## config.mk

```make
export PLATFORM = sky130hd
export DESIGN_NAME = ccd_pattern_gen
export DESIGN_NICKNAME = d
export VERILOG_FILES = /design/src/rtl/ccd_pattern_gen.sv
export SDC_FILE = /design/constraint.sdc
export NUM_CORES = 1
export LEC_CHECK = 0
export BUFFER_PORTS_ARGS = -buffer_cell sky130_fd_sc_hd__buf_4
export CORE_MARGIN = 2
export CORE_UTILIZATION = 52
export CTS_CLUSTER_SIZE = 28
export DETAILED_ROUTE_END_ITERATION = 6
export PLACE_DENSITY = 0.8
export SYNTH_ARGS = -nofsm -noshare
export SYNTH_HDL_FRONTEND = slang
export SYNTH_SLANG_ARGS = --single-unit
```

## constraint.sdc

```tcl
create_clock -name iCLK -period 2.9 [get_ports iCLK]
set_clock_uncertainty 0.05 [all_clocks]
set_input_delay 0.145 -clock iCLK [delete_from_list [all_inputs] [get_ports iCLK]]
set_output_delay 0.145 -clock iCLK [all_outputs]
set_load 0.005 [all_outputs]
```

## src/rtl/ccd_pattern_gen.sv

```systemverilog
// CCD sensor-style test-pattern source: FVAL/LVAL framing with four selectable
// pixel patterns, a completed-frame counter and frame-boundary stop handling.
module ccd_pattern_gen #(
  parameter int H_ACTIVE = 1280,
  parameter int V_ACTIVE = 1024,
  parameter int H_BLANK  = 64,
  parameter int V_BLANK  = 200,
  parameter int FV_TO_LV = 8
) (
  input  logic        iCLK,
  input  logic        iRST_N,
  input  logic        iSTART,
  input  logic        iSTOP,
  input  logic [1:0]  iMODE,
  input  logic [9:0]  iLEVEL,
  output logic        oFVAL,
  output logic        oLVAL,
  output logic [9:0]  oDATA,
  output logic [31:0] oFrame_Cont,
  output logic        oBusy
);

  localparam logic [15:0] FRONT_END = 16'(FV_TO_LV - 1);
  localparam logic [15:0] HBL_END   = 16'(H_BLANK - 1);
  localparam logic [15:0] VBL_END   = 16'(V_BLANK - 1);
  localparam logic [10:0] X_END     = 11'(H_ACTIVE - 1);
  localparam logic [10:0] Y_END     = 11'(V_ACTIVE - 1);

  typedef enum logic [2:0] {
    IDLE,
    FRONT,
    LINE,
    HBLANK,
    VBLANK
  } state_t;

  state_t      state_q, state_d;
  logic [15:0] cnt_q;
  logic [10:0] x_q, y_q;
  logic [1:0]  mode_q;
  logic [9:0]  level_q;
  logic        stop_q, stop_d;

  // Stop request seen this cycle counts at the VBLANK exit decision too,
  // so a stop in the final blanking cycle is not lost.
  always_comb begin
    stop_d = stop_q;
    if (state_q != IDLE) begin
      if (iSTOP)       stop_d = 1'b1;
      else if (iSTART) stop_d = 1'b0;
    end
  end

  always_comb begin
    state_d = state_q;
    unique case (state_q)
      IDLE:    if (iSTART && !iSTOP) state_d = FRONT;
      FRONT:   if (cnt_q == FRONT_END) state_d = LINE;
      LINE:    if (x_q == X_END) state_d = (y_q == Y_END) ? VBLANK : HBLANK;
      HBLANK:  if (cnt_q == HBL_END) state_d = LINE;
      VBLANK:  if (cnt_q == VBL_END) state_d = stop_d ? IDLE : FRONT;
      default: state_d = IDLE;
    endcase
  end

  always_ff @(posedge iCLK or negedge iRST_N) begin
    if (!iRST_N) begin
      state_q     <= IDLE;
      cnt_q       <= '0;
      x_q         <= '0;
      y_q         <= '0;
      mode_q      <= '0;
      level_q     <= '0;
      stop_q      <= 1'b0;
      oFrame_Cont <= '0;
    end else begin
      state_q <= state_d;
      cnt_q   <= (state_d != state_q || state_q == IDLE) ? '0 : cnt_q + 16'd1;
      x_q     <= (state_q == LINE && state_d == LINE) ? x_q + 11'd1 : '0;
      if (state_q == FRONT)
        y_q <= '0;
      else if (state_q == HBLANK && state_d == LINE)
        y_q <= y_q + 11'd1;
      if (state_d == FRONT && state_q != FRONT) begin
        mode_q  <= iMODE;
        level_q <= iLEVEL;
      end
      stop_q <= (state_d == IDLE) ? 1'b0 : stop_d;
      if (state_q == LINE && state_d == VBLANK)
        oFrame_Cont <= oFrame_Cont + 32'd1;
    end
  end

  always_comb begin
    oFVAL = (state_q == FRONT) || (state_q == LINE) || (state_q == HBLANK);
    oLVAL = (state_q == LINE);
    oBusy = (state_q != IDLE);
    oDATA = '0;
    if (state_q == LINE) begin
      unique case (mode_q)
        2'd0:    oDATA = x_q[9:0];
        2'd1:    oDATA = y_q[9:0];
        2'd2:    oDATA = level_q;
        default: oDATA = {10{x_q[3] ^ y_q[3]}};
      endcase
    end
  end

endmodule

```

After elaboration in Yosys (flattened, before gate mapping):

Cells that the tools add are included.
W data, S select, Z words.

* flip-flop bits (word level): 86
* memory bits (read-only): 0
* input port bits: 16
* memories kept: 0
* word-level logic and storage cells: 61
* output and inout port bits: 45
* bits in writable memories: 0
* latch bits: 0

* add/sub/neg operators: 4
* multiply operators: 0
* shifts and indexed selects: 0
* reduce and logical (&&, ||, !) cells: 14
* mux-type cells: 18
* magnitude comparators: 0
* equality and inequality tests: 16
* div/mod/pow operators: 0
* bitwise operators: 1

Operator list (count)
* $mux W11: 3
* $add A32 B1 Y32 const B: 1
* $pmux W10 S3: 1
* $add A11 B1 Y11 const B: 2
* $mux W3: 6
* $add A16 B1 Y16 const B: 1
* $eq A16 B3 Y1 const B: 1
* $eq A16 B6 Y1 const B: 1
* $eq A16 B8 Y1 const B: 1
* $mux W16: 1
* $pmux W3 S5: 1
* $eq A11 B10 Y1 const B: 1
* $eq A11 B11 Y1 const B: 1
* $mux W10: 1
* $eq A3 B2 Y1 const B: 3
* $eq A3 B1 Y1 const B: 2
* $eq A3 B3 Y1 const B: 2
* $logic_not A3 Y1: 2
* $logic_and A1 B1 Y1: 5
* $mux W1: 5
* $logic_or A1 B1 Y1: 3
* $ne A3 B1 Y1 const B: 1
* $ne A3 B3 Y1: 1
* $reduce_bool A3 Y1: 1
* 6 further kinds: 6

Depth between registers and ports, before layout:

Gate-level depths: netlist of run 1.

* depth in word-level cells: 10
* gate-level depth with buffers: 10
* gate-level depth less buffers: 8

Worst setup path before layout of run 1:

Ideal clock, no wire load.

* path type: reg2reg
* start point: reg cnt_q[12]
* end point: reg level_q[0]
* library setup time: 125 ps
* required time: 2725 ps
* arrival time: 2519 ps
* buffers on the path: 2
* setup slack: 206 ps
* cell stages (with the launch flop): 9
* clock period less this slack: 2694 ps
* path through: dfrtp_1 or4_4 nor4_4 nand4_1 and3_1 buf_6 nor4b_4 buf_6 mux2_4

* word-level cells in the longest chain between the ends: 5
* elaborated cells between the ends (all ways): 9
* those cells by class: eq/ne (4); mux (4); reduce/logical (1)

RTL lines
* start: declaration: line 38 `logic [15:0] cnt_q;`
* start signal: assignment: line 78 `cnt_q <= (state_d != state_q || state_q == IDLE) ? '0 : cnt_q + 16'd1;`
* $eq A16 B8 Y1, or another cell as far along: line 61 `VBLANK: if (cnt_q == VBL_END) state_d = stop_d ? IDLE : FRONT;`
* $mux W3 (on tied branches): line 61, 58, 60
* $pmux W3 S5 (*): line 56 `unique case (state_q)`
* $eq A3 B1 Y1 (*): line 84 `if (state_d == FRONT && state_q != FRONT) begin`
* $logic_and A1 B1 Y1 (*): line 84
* end signal: assignment: line 86 `level_q <= iLEVEL;`
* end: declaration: line 41 `logic [9:0] level_q;`

Every way passes the cells marked *; elsewhere a longest branch is shown, timed or not.
A chain may end at the register's enable or synchronous reset.

Worst setup path in the final report of run 1:

* start point: reg y_q[0]
* end point: reg level_q[2]

* word-level cells in the longest chain between the ends: 6

RTL lines
* start: declaration: line 39 `logic [10:0] x_q, y_q;`
* start signal: assignment: line 83 `y_q <= y_q + 11'd1;`
* $eq A11 B10 Y1: line 59 `LINE: if (x_q == X_END) state_d = (y_q == Y_END) ? VBLANK : HBLANK;`
* $mux W3 (2 in a row): line 59
* $pmux W3 S5: line 56
* via state_d[1]: line 37 `state_t state_q, state_d;`
* $eq A3 B1 Y1: line 84
* $logic_and A1 B1 Y1: line 84

The timed path passes the listed nets, and every way through them passes these cells.

==> results.txt, run 1 <==
RSZ-0062 raised after global routing: false
Max Root-Sink Buffers: 2
Die X: 97.7 um
Slew at the pin closest to its max-slew limit: 1230 ps
Antenna diodes: 0
DRT Wirelength: 9730 um
Hold Path Sink: stop_q$_DFF_PN0_
Critical Path End Type: flip-flop
Cell Area, Synth: 0.00457 mm2
# Post-CTS Setup Buffers: 0
Final TNS setup: 0 ps
Post-synthesis simple-gate area fraction: 0.234
Num CTS Buffers: 9
Top-area cell type share of the netlist area: 0.471
Worst r2r src: y_q[0]$_DFFE_PN0P_
Ys flop type: dfrtp_1
Syn_nets: 467
Routability cong.: 0.865
WP data required: 3100 ps
Row cnt: 34
Slew Limit Fails: 0
CTS sink cnt: 86
Library cells used by synthesis: 58
Mux share of post-synthesis cell area: 0.0646
Peak VDD IR: 0.000201 V
RR Endpoint: level_q[2]$_DFFE_PN0P_
Power Dens Cells: 370 mW/mm2
IO Pins: 61
Synth top cells by count: 86 x dfrtp_1, 56 x nand2_1, 44 x nor2_1
Footprint of the multi-input gates: 0.00229 mm2
GR peak layer: met2
Routed len/inst: 15.1 um
Post-synth ARST share: 1.00
Met1 Use GR: 0.311
Min-Delay Path Class: in -> reg
R2R cell count: 9
CP Data Arrival Time: 2970 ps
Outcome: finished, final reports clean
Root Driver: clkbuf_8
Global-route met3 utilization: 0.0358
XOR/XNOR share of the synthesized area: 0.105
F_max: 0.361 GHz
Reg area: 0.00215 mm2
Final core occ: 0.639
Clock transition at path regs: 90 ps
Biggest area consumer among synthesized cells: dfrtp_1
Worst hold stages: 3
Seq/Total Area, Yosys: 0.471
FILL cells: 701
Synth Area in Compound Gates: 0.0843
Initial core utilization: 0.529
Syn avg cell area: 10.2 um2
Largest net degree at the start of global routing: 87
Met2 usage: 0.327
Adder-cell share of the synthesized area: 0.0110
Clk Latency, worst-skew pair: 360 ps
#FFs+latches synth: 86
Hold Crit Start: iSTOP
EDFF count, synth: 0
Placed wire-length estimate: 6980 um
Largest family of logic cells by synthesized area: simple AND/OR/NAND/NOR gates
Layout cell share with drive strength beyond 1: 0.265
Final Setup Violations: 0
LEAKAGE: 2.61 nW
Crit path kind: reg -> reg
Placeable Area: 0.00864 mm2
Final period utilization: 0.955
Global-route wire length before repair: 16700 um
Chip height: 97.7 um
Slew headroom: 0.179
Min Hold Slack: 96.0 ps
H-tree depth: 3
Most common cell in the synthesized netlist: dfrtp_1
Worst Setup Start Kind: flip-flop
Total power: 2.04 mW
Initial antenna violation count: 0
Vias per cell: 5.61
Reg2reg setup slack: 130 ps
Synth-to-Final Area Change: 20.7%
Final antenna-violating net count: 0
CTS tree: built
Number of global-route vias before repair: 3420
IO Port Bufs: 60
Via count: 3607
Final hold vios: 0
Gate count after technology mapping: 447
# DRC: 0
Period minus WS final: 2770 ps
Starting DRT DRC Count: 233
Die area: 0.00955 mm2
Yosys warns: 0
Synth top area cells: dfrtp_1 47%, xnor2_1 6.7%, nand2_1 4.6%, xor2_1 3.8%, nor2_1 3.6%
All-Layer GR Usage: 0.213
Global route overflow: 0
Final nets: 550
CP Max Fanout: 12
Number of max-cap violations: 0
Pre-Repair DR Iteration Count: 5
[cells in the final DEF, fill, tap and decap left out, types with 4 or more instances in the layout]
cell and count:
or4_1 4, and4_1 5, buf_4 74, xnor2_1 35
mux2_2 12, xor2_1 20, mux2_4 10, inv_1 13
nor2b_1 4, nor2_1 44, nor3_1 11, a21oi_1 7
or3_1 5, ha_1 4, o211ai_1 4, nand3_1 19
and3_1 13, nand4_1 16, o31ai_1 4, dlygate4sd3_1 13
dfrtp_1 86, clkbuf_8 9, inv_6 4, nor4_2 4
o221a_2 9, nand2_1 56
[area by class of cell]
type / instances / area share
well taps: 108 / 0.0245
inverters: 15 / 0.0102
clock buffers: 9 / 0.0225
multi-input cells: 330 / 0.415
clock inverters: 7 / 0.00998
repair buffers: 88 / 0.128
flip-flops and latches: 86 / 0.390
[where the power goes]
part / total [mW] / switching (mW) / internal, mW
registers: 1.20 / 0.000389 / 1.20
clock network: 0.790 / 0.468 / 0.322
logic: 0.0540 / 0.0288 / 0.0252
total: 2.04 / 0.497 / 1.55
[worst max-delay path, stage by stage (launching register included)]
cell     delay [ps]
dfrtp_1         450
ha_1            240
nand3_1         180
nor4_2          360
a31oi_1         230
nor2_2          190
inv_2           110
nor4b_4         320
buf_12          190
mux2_2          330
[stage by stage]
stage          area, um2  worst slack (ps)  std cells
3_3_place_gp        5200               155        614
4_1_cts             5510              73.6        643
6_report            5520               131        643
2_1_floorplan       4570               206        447
3_5_place_dp        5200               104        614
5_1_grt             5520              1.25        643
[routing by layer]
layer / routed length, um / part of all wire / vias up
met5: 0 / 0 / -
met4: 116 / 0.012 / 0
met3: 512 / 0.053 / 11
met2: 4600 / 0.47 / 99
met1: 4490 / 0.46 / 1752
li1: - / - / 1745
[what timing repair did]
action                     4_1_cts  5_1_grt
gates resized for setup          0        2
hold buffers                    13        0
hold endpoints to repair        98        0
setup endpoints to repair        0       17
[flip-flops by register name, summed over array words and instances, names as in the netlist]
register and cells:
cnt_q 16, oFrame_Cont 32, x_q 11, mode_q 2, level_q 10, y_q 11, stop_q 1, state_q 3
[how the worst max path moves through the flow]
stage | cells past startpoint | slack (ps) | to | from
after floorplan | 8 | 210 | level_q[0]$_DFFE_PN0P_ | cnt_q[12]$_DFF_PN0_
after global placement | 7 | 160 | level_q[3]$_DFFE_PN0P_ | cnt_q[12]$_DFF_PN0_
after detailed placement | 7 | 100 | level_q[2]$_DFFE_PN0P_ | cnt_q[12]$_DFF_PN0_
after CTS | 7 | 70 | level_q[2]$_DFFE_PN0P_ | cnt_q[12]$_DFF_PN0_
after global routing | 9 | 1 | level_q[2]$_DFFE_PN0P_ | y_q[0]$_DFFE_PN0P_
final | 9 | 130 | level_q[2]$_DFFE_PN0P_ | y_q[0]$_DFFE_PN0P_
[logic make-up after synthesis]
family | count (synthesis)
AND/OR/NAND/NOR | 201
flip-flops | 86
XOR/XNOR | 55
AO/OA/AOI/OAI | 47
buffers and inverters | 31
multiplexers | 23
adder cells (fa/ha/maj) | 4
Note: power is estimated with default switching activity, not from simulation.
==> run 2, diff against run 1 <==
Settings changed: ABC_CLOCK_PERIOD_IN_PS set to 2900, CORE_UTILIZATION 52 to 54, CTS_BUF_LIST set to sky130_fd_sc_hd__clkbuf_4, PLACE_DENSITY 0.8 to 0.82.
==> run 2 against run 1 <==
Against the previous run: hold slack improved by 2.9 ps; count of clock-buffer cells in the layout did not move; wire length rose by 8.1%; via count rose by 3.6%; core utilization rose by 3.5 points; register-to-register slack improved by 20 ps; cell count fell by 0.47%; critical path depth fell by 2; critical endpoint unchanged.
==> results.txt, run 2 (synthesized netlist as in run 1, its figures left out) <==
Worst Setup Start Kind: flip-flop
Routability cong.: 0.892
Slew at the pin closest to its max-slew limit: 1150 ps
Cell area after layout: 0.00554 mm2
CTS sink cnt: 86
H-tree depth: 3
Fin cells: 640
Critical Path End Type: flip-flop
WP data required: 3190 ps
Root Driver: clkbuf_4
DRT Wirelength: 10500 um
Starting DRT DRC Count: 326
Initial antenna violation count: 0
Crit path kind: reg -> reg
Critical path, cell by cell: or4_4 > nor4_4 > nand4_1 > and3_4 > nor4b_4 > buf_12 > mux2_2
RR Endpoint: level_q[2]$_DFFE_PN0P_
Layout cell share with drive strength beyond 1: 0.269
CTS tree: built
Placeable Area: 0.00822 mm2
Min Hold Slack: 98.9 ps
Placed wire-length estimate: 7380 um
Max Root-Sink Buffers: 2
# DRC: 0
Min-Delay Path Class: in -> reg
CP Data Arrival Time: 3030 ps
Slowest CP cell: or4_4
Biggest register: oFrame_Cont
Total power: 2.07 mW
Top delay family on crit path: simple AND/OR/NAND/NOR gates
Die area: 0.00921 mm2
Dpl cell area: 0.00518 mm2
LEAKAGE: 2.62 nW
Place WS: 73.4 ps
Worst hold stages: 4
F_max: 0.364 GHz
Most frequent cells in the layout: 86 x dfrtp_1, 73 x buf_4, 56 x nand2_1
RSZ-0062 raised after global routing: false
Slew headroom: 0.234
Largest registers: oFrame_Cont x32, cnt_q x16
Peak VDD IR: 0.000169 V
Initial core utilization: 0.556
Global-route wire length before repair: 17400 um
Routed len/inst: 16.4 um
CP Max Fanout: 12
Clk Latency, worst-skew pair: 460 ps
Row cnt: 33
Antenna diodes: 0
Number of global-route vias before repair: 3616
Final nets: 550
Slew Limit Fails: 0
All-Layer GR Usage: 0.244
Max FFs per register: 32
Clock transition at path regs: 130 ps
R2R cell count: 7
Hold Path Sink: stop_q$_DFF_PN0_
Die X: 96.0 um
Number of max-cap violations: 0
Outcome: finished, final reports clean
Hold Crit Start: iSTART
Power Dens Cells: 374 mW/mm2
Chip height: 96.0 um
IO Port Bufs: 60
Most common cell after layout, fill and taps aside: dfrtp_1
Vias per cell: 5.84
Dpl cells: 609
Max incr delay on CP: 570 ps
Final core occ: 0.674
IO Pins: 61
Final TNS setup: 0 ps
Final WS setup: 152 ps
Largest net degree at the start of global routing: 87
Final hold vios: 0
Via count: 3736
Synth-to-Final Area Change: 21.2%
Num CTS Buffers: 9
Worst r2r src: cnt_q[12]$_DFF_PN0_
Pre-Repair DR Iteration Count: 6
CP bufs+invs: 1
Period minus WS final: 2750 ps
Reg2reg setup slack: 150 ps
Global route overflow: 0
Final antenna-violating net count: 0
Final Setup Violations: 0
Final period utilization: 0.948
-- run 2: area by class of cell --
type / count / area [um2]
multi-input cells: 330 / 2320
clock inverters: 7 / 103
inverters: 15 / 56.3
fillers: 630 / 2680
flip-flops and latches: 86 / 2150
clock buffers: 9 / 67.6
repair buffers: 88 / 708
well taps: 105 / 131
-- run 2: worst reg2reg max path: stages, from the launching register on --
cell and delay [ps]:
dfrtp_1 430, or4_4 570, nor4_4 330, nand4_1 160, and3_4 250, nor4b_4 330, buf_12 200, mux2_2 330
-- run 2: worst max path at each step --
stage	from	slack, ps	depth (start not counted)	to
final	cnt_q[12]$_DFF_PN0_	150	7	level_q[2]$_DFFE_PN0P_
after global routing	x_q[0]$_DFF_PN0_	20	9	level_q[2]$_DFFE_PN0P_
after CTS	cnt_q[12]$_DFF_PN0_	40	7	cnt_q[0]$_DFF_PN0_
after detailed placement	cnt_q[12]$_DFF_PN0_	70	6	cnt_q[12]$_DFF_PN0_
after global placement	state_q[0]$_DFF_PN0_	160	7	level_q[3]$_DFFE_PN0P_
after floorplan	cnt_q[12]$_DFF_PN0_	210	8	level_q[0]$_DFFE_PN0P_
-- run 2: power by group --
group	internal, mW	switching [mW]	total, mW
Clock	0.360	0.453	0.813
Combinational	0.0261	0.0299	0.0561
Sequential	1.20	0.000289	1.20
-- run 2: what timing repair did --
action                     in CTS  in global routing
gates resized for setup         0                  7
hold buffers                   14                  0
setup endpoints to repair       0                 45
setup buffers                   0                  1
hold endpoints to repair       99                  0
-- run 2: metal layers --
| layer | GRT usage | routed length (um) |
|---|---|---|
| met1 | 0.340 | 4730 |
| met4 | 0.0893 | 157 |
| met2 | 0.392 | 5090 |
| met3 | 0.0321 | 535 |
| met5 | 0 | 0 |
